===== src/rtl/uart_rx_depacketizer.sv =====
// rtl/uart_rx_depacketizer.sv - UART receiver: 2-flop sync, start/data/stop FSM, valid/ready byte output
// Reports framing errors and overruns as single-cycle pulses.
module uart_rx_depacketizer #(
    parameter int CLKS_PER_BIT = 16
) (
    input  logic       clk,
    input  logic       rst,
    input  logic       rx_in,
    output logic [7:0] rx_data,
    output logic       rx_valid,
    input  logic       rx_ready,
    output logic       rx_busy,
    output logic       frame_err,
    output logic       overrun_err
);
    localparam int CW = $clog2(CLKS_PER_BIT);
    localparam logic [CW-1:0] CNT_HALF = CW'(CLKS_PER_BIT / 2 - 1);
    localparam logic [CW-1:0] CNT_LAST = CW'(CLKS_PER_BIT - 1);

    typedef enum logic [1:0] {IDLE, START, DATA, STOP} state_t;

    state_t          state_q;
    logic            sync1_q;
    logic            rx_s_q;
    logic            armed_q;
    logic [CW-1:0]   cnt_q;
    logic [2:0]      bit_idx_q;
    logic [7:0]      shift_q;
    logic [7:0]      rx_data_q;
    logic            rx_valid_q;
    logic            frame_err_q;
    logic            overrun_err_q;
    logic            xfer;

    assign xfer = rx_valid_q & rx_ready;

    always_ff @(posedge clk) begin
        if (rst) begin
            state_q       <= IDLE;
            sync1_q       <= 1'b1;
            rx_s_q        <= 1'b1;
            armed_q       <= 1'b0;
            cnt_q         <= '0;
            bit_idx_q     <= 3'd0;
            shift_q       <= 8'h00;
            rx_data_q     <= 8'h00;
            rx_valid_q    <= 1'b0;
            frame_err_q   <= 1'b0;
            overrun_err_q <= 1'b0;
        end else begin
            sync1_q       <= rx_in;
            rx_s_q        <= sync1_q;
            frame_err_q   <= 1'b0;
            overrun_err_q <= 1'b0;
            if (xfer) begin
                rx_valid_q <= 1'b0;
            end
            case (state_q)
                IDLE: begin
                    // armed_q blocks retriggering on a line that stayed low after a framing error
                    if (rx_s_q) begin
                        armed_q <= 1'b1;
                    end else if (armed_q) begin
                        state_q <= START;
                        cnt_q   <= '0;
                    end
                end
                START: begin
                    if (cnt_q == CNT_HALF) begin
                        cnt_q     <= '0;
                        bit_idx_q <= 3'd0;
                        state_q   <= rx_s_q ? IDLE : DATA;
                    end else begin
                        cnt_q <= cnt_q + 1'b1;
                    end
                end
                DATA: begin
                    if (cnt_q == CNT_LAST) begin
                        cnt_q     <= '0;
                        shift_q   <= {rx_s_q, shift_q[7:1]};
                        bit_idx_q <= bit_idx_q + 3'd1;
                        if (bit_idx_q == 3'd7) begin
                            state_q <= STOP;
                        end
                    end else begin
                        cnt_q <= cnt_q + 1'b1;
                    end
                end
                STOP: begin
                    if (cnt_q == CNT_LAST) begin
                        cnt_q   <= '0;
                        state_q <= IDLE;
                        if (rx_s_q) begin
                            armed_q <= 1'b1;
                            // A same-cycle transfer frees the output register for the new byte
                            if (!rx_valid_q || xfer) begin
                                rx_valid_q <= 1'b1;
                                rx_data_q  <= shift_q;
                            end else begin
                                overrun_err_q <= 1'b1;
                            end
                        end else begin
                            frame_err_q <= 1'b1;
                            armed_q     <= 1'b0;
                        end
                    end else begin
                        cnt_q <= cnt_q + 1'b1;
                    end
                end
                default: state_q <= IDLE;
            endcase
        end
    end

    assign rx_data     = rx_data_q;
    assign rx_valid    = rx_valid_q;
    assign rx_busy     = (state_q != IDLE);
    assign frame_err   = frame_err_q;
    assign overrun_err = overrun_err_q;
endmodule


===== config.mk =====
export PLATFORM = sky130hd
export DESIGN_NAME = uart_rx_depacketizer
export DESIGN_NICKNAME = d
export VERILOG_FILES = /design/src/rtl/uart_rx_depacketizer.sv
export SDC_FILE = /design/constraint.sdc
export NUM_CORES = 1
export LEC_CHECK = 0
export CORE_ASPECT_RATIO = 0.8
export CORE_MARGIN = 2
export CORE_UTILIZATION = 40
export CTS_CLUSTER_DIAMETER = 150
export DETAILED_ROUTE_END_ITERATION = 7
export MAX_ROUTING_LAYER = met4
export SLEW_MARGIN = 20
export SYNTH_ARGS = -nofsm -noshare
export SYNTH_HDL_FRONTEND = slang
export SYNTH_SLANG_ARGS = --single-unit

===== constraint.sdc =====
create_clock -name clk -period 1.7 [get_ports clk]
set_input_delay 0.34 -clock clk [delete_from_list [all_inputs] [get_ports clk]]
set_output_delay 0.34 -clock clk [all_outputs]
set_load 0.02 [all_outputs]

==> metrics.txt <==
Vert. Die Dim=55.29 um; global-route usage over all layers=14.38%; setup TNS=0 ns; vias in the first global route=857; maximum number of pins on one net before global-route repair=32; Final #Nets=165; final core utilization=52.78%; count of unresolved DRC violations after routing=0; endpoint type of the worst setup path=flip-flop; number of synthesized flops with an enable pin=0; number of buffers on the longest clock path=2; worst setup slack before clock tree synthesis=0.0007455 ns; routed vias=1021; commonest register cell after synthesis=sky130_fd_sc_hd__dfxtp_1; achievable frequency=0.6269 GHz; Die Width=68.11 um; half-perimeter wire length of the detailed placement result=1613 um; area of the die=3765 um^2; fraction of layout instances using a drive strength above 1=15.09%; number of design-rule violations left by the first detailed-router iteration=36; count of yosys warnings during synthesis=0; Synth Cell Area=1315 um^2; largest fanout on the critical path=8; sequential element share of the synthesized area=47.19%; cell type with the highest aggregate area in the netlist=sky130_fd_sc_hd__dfxtp_1; post-CTS sizing=1; average cell area after synthesis=9.599 um^2; post-layout power=0.001321 W; initial cell density of the core=42.31%; flop and latch count out of synthesis=31; gp weighted congestion=0.7334; CP max stage delay=0.39 ns; Arr. time, crit path=1.76 ns; first-pass GRT wire length=3870 um; Setup Fix Bufs, Post-CTS=0; R2R Setup Slk=0.10 ns; Worst slew margin=78.39%; origin of the worst min-delay path=sync1_q; top-level I/O count=16; CTS Hold Bufs=0; Fin. Hold Viols=0; worst vdd ir=0.4889 mV; number of rows created at floorplan=18; core region area=3108 um^2; total CTS buffers=5; synthesized netlist cell count=137; cell area power density=805.4 nW/um^2; hold path depth=1; slew at the pin with the worst max-slew slack=0.3238 ns; average wire per cell in the routed design=12.01 um; Finish-stage setup viols=0; TritonCTS clock tree=built; number of antenna violations at the first check in global routing=0; Post-Synthesis Net Count=144; total congestion overflow after global routing=0; max-cap violation count=0; Final Routed Wirelength=2390 um; Reg clk slew, reported paths=0.05 ns; crit-path cells=ha_2 -> nand3_4 -> nor3b_1 -> buf_4 -> mux2i_1 -> nor2_1; Pre-Repair DR Iteration Count=4; IO Port Bufs=15; run status=finished clean; source of the worst register-to-register timing path=cnt_q[1]; Area contributors post-synth=sky130_fd_sc_hd__dfxtp_1 47%, sky130_fd_sc_hd__mux2i_1 12%, sky130_fd_sc_hd__nor2_1 5.4%; RSZ-0062 raised after global routing=no; logic depth of the worst register-to-register path=6; minimum clock period=1.595 ns; startpoint type of the worst setup path=flip-flop; Setup Crit Path Kind=reg2reg; Setup WS post-layout=0.1048 ns; proportion of register bits with asynchronous set or reset after synthesis=0%; area share of the largest cell type after synthesis=47.19%; clock tree root buffer cell=sky130_fd_sc_hd__clkbuf_8; critical path required time=1.87 ns; ANT nets after route=0; Layout Skew=0.007143 ns; Fill cells=296; crit path launch=cnt_q[1]; crit path max-delay cell type=sky130_fd_sc_hd__dfxtp_1; Lkg Pwr=0.5620 nW; routed vias/inst=5.131; min-delay worst type=reg2reg; final max-slew violation count=0; H-tree levels=2; latest clock arrival within the worst-skew pair=0.28 ns; clock sinks=31; Final period util=93.84%; area overhead of the layout relative to synthesis=24.74%; distinct cell type count after synthesis=36; Antenna Cells=0
[cell type report]
| cell class | count | area [um^2] | share of cell area (%) |
|---|---|---|---|
| clock buffer | 7 | 76.32 | 4.653 |
| clock inverter | 1 | 5.005 | 0.3051 |
| inverter | 2 | 7.507 | 0.4577 |
| multi-input combinational | 94 | 638.1 | 38.90 |
| sequential | 31 | 621.8 | 37.91 |
| tap | 40 | 50.05 | 3.051 |
| timing repair buffer | 24 | 241.5 | 14.72 |
[worst max-delay path, delay by kind of cell (launching register included)]
| kind | cells | cell delay (ns) |
|---|---|---|
| adder cells (fa/ha/maj) | 1 | 0.23 |
| buffers and inverters | 1 | 0.23 |
| flip-flops | 1 | 0.39 |
| multiplexers | 1 | 0.20 |
| AND/OR/NAND/NOR | 3 | 0.42 |
[metrics by stage]
stage / instance area [um^2] / hold WS (ns) / std cells
floorplan: 1315 / 0.3895 / 137
global placement: 1556 / 0.3929 / 191
detailed placement: 1556 / 0.3960 / 191
CTS: 1637 / 0.4093 / 199
global route: 1640 / 0.4167 / 199
finish: 1640 / 0.4090 / 199
[kinds of logic after synthesis]
logic type,count (synthesis),share of synthesized area [%]
flops,31,47.19
simple gates,50,20.46
compound gates,24,12.18
mux,16,12.18
fa+ha+maj,3,2.855
xor+xnor,1,0.6662
buf+inv,12,4.471
[path summary, 6_finish.rpt]
kind | to
worst max register to register | rx_data[7]
worst max-delay path | rx_data[7]
worst min-delay path | rx_s_q
worst min register to register | rx_s_q
[cells in the mapped netlist, types with 2 or more instances]
library cell	n
sky130_fd_sc_hd__dfxtp_1	31
sky130_fd_sc_hd__nor2_1	19
sky130_fd_sc_hd__mux2i_1	16
sky130_fd_sc_hd__a21oi_1	6
sky130_fd_sc_hd__nand2_1	6
sky130_fd_sc_hd__clkbuf_1	5
sky130_fd_sc_hd__nor2b_1	4
sky130_fd_sc_hd__a31oi_1	3
sky130_fd_sc_hd__buf_4	3
sky130_fd_sc_hd__ha_1	3
sky130_fd_sc_hd__nand3_1	3
sky130_fd_sc_hd__nor3_1	3
sky130_fd_sc_hd__o21ai_0	3
sky130_fd_sc_hd__a211oi_1	2
sky130_fd_sc_hd__a221oi_1	2
sky130_fd_sc_hd__a311oi_1	2
sky130_fd_sc_hd__and3_1	2
sky130_fd_sc_hd__buf_2	2
sky130_fd_sc_hd__nand3b_1	2
sky130_fd_sc_hd__nor3b_1	2
sky130_fd_sc_hd__or2_1	2
sky130_fd_sc_hd__or2_2	2
[sequential cells by signal (all words and copies together) (netlist names), named ones only]
name / count
overrun_err: 1
cnt_q: 4
shift_q: 8
armed_q: 1
rx_s_q: 1
sync1_q: 1
bit_idx_q: 3
rx_valid: 1
state_q: 1
frame_err: 1
rx_data: 8
[cell usage in the layout, fill, tap and decap left out, types with 2 or more instances in the layout]
cell,n
sky130_fd_sc_hd__ha_1,2
sky130_fd_sc_hd__nor2b_1,4
sky130_fd_sc_hd__nor2_1,19
sky130_fd_sc_hd__a311oi_1,2
sky130_fd_sc_hd__nor3_1,3
sky130_fd_sc_hd__a21oi_1,6
sky130_fd_sc_hd__clkbuf_1,2
sky130_fd_sc_hd__a221oi_1,2
sky130_fd_sc_hd__or2_1,2
sky130_fd_sc_hd__a211oi_1,2
sky130_fd_sc_hd__o21ai_0,3
sky130_fd_sc_hd__nand3_1,3
sky130_fd_sc_hd__mux2i_1,16
sky130_fd_sc_hd__clkbuf_8,5
sky130_fd_sc_hd__buf_12,2
sky130_fd_sc_hd__and3_1,2
sky130_fd_sc_hd__buf_4,7
sky130_fd_sc_hd__nand3b_1,2
sky130_fd_sc_hd__nor3b_1,2
sky130_fd_sc_hd__clkdlybuf4s50_1,14
sky130_fd_sc_hd__nand2_1,6
sky130_fd_sc_hd__or2_2,2
sky130_fd_sc_hd__dfxtp_1,30
sky130_fd_sc_hd__a31oi_1,3
[report_power, final]
group          switching, W  total (W)  leakage, nW  internal (W)
combinational     0.0000263  0.0000486        0.269     0.0000223
sequential       0.00000467   0.000737        0.251      0.000733
clock              0.000249   0.000535       0.0422      0.000286
total              0.000280    0.00132        0.562       0.00104
[per-layer routing]
layer,vias up,wire (um),track usage [%]
li1,527,-,-
met1,466,1299,19.90
met2,21,923,17.34
met3,7,107,5.499
met4,0,59,8.571
met5,-,0,-
(Power assumes the default switching activity.)
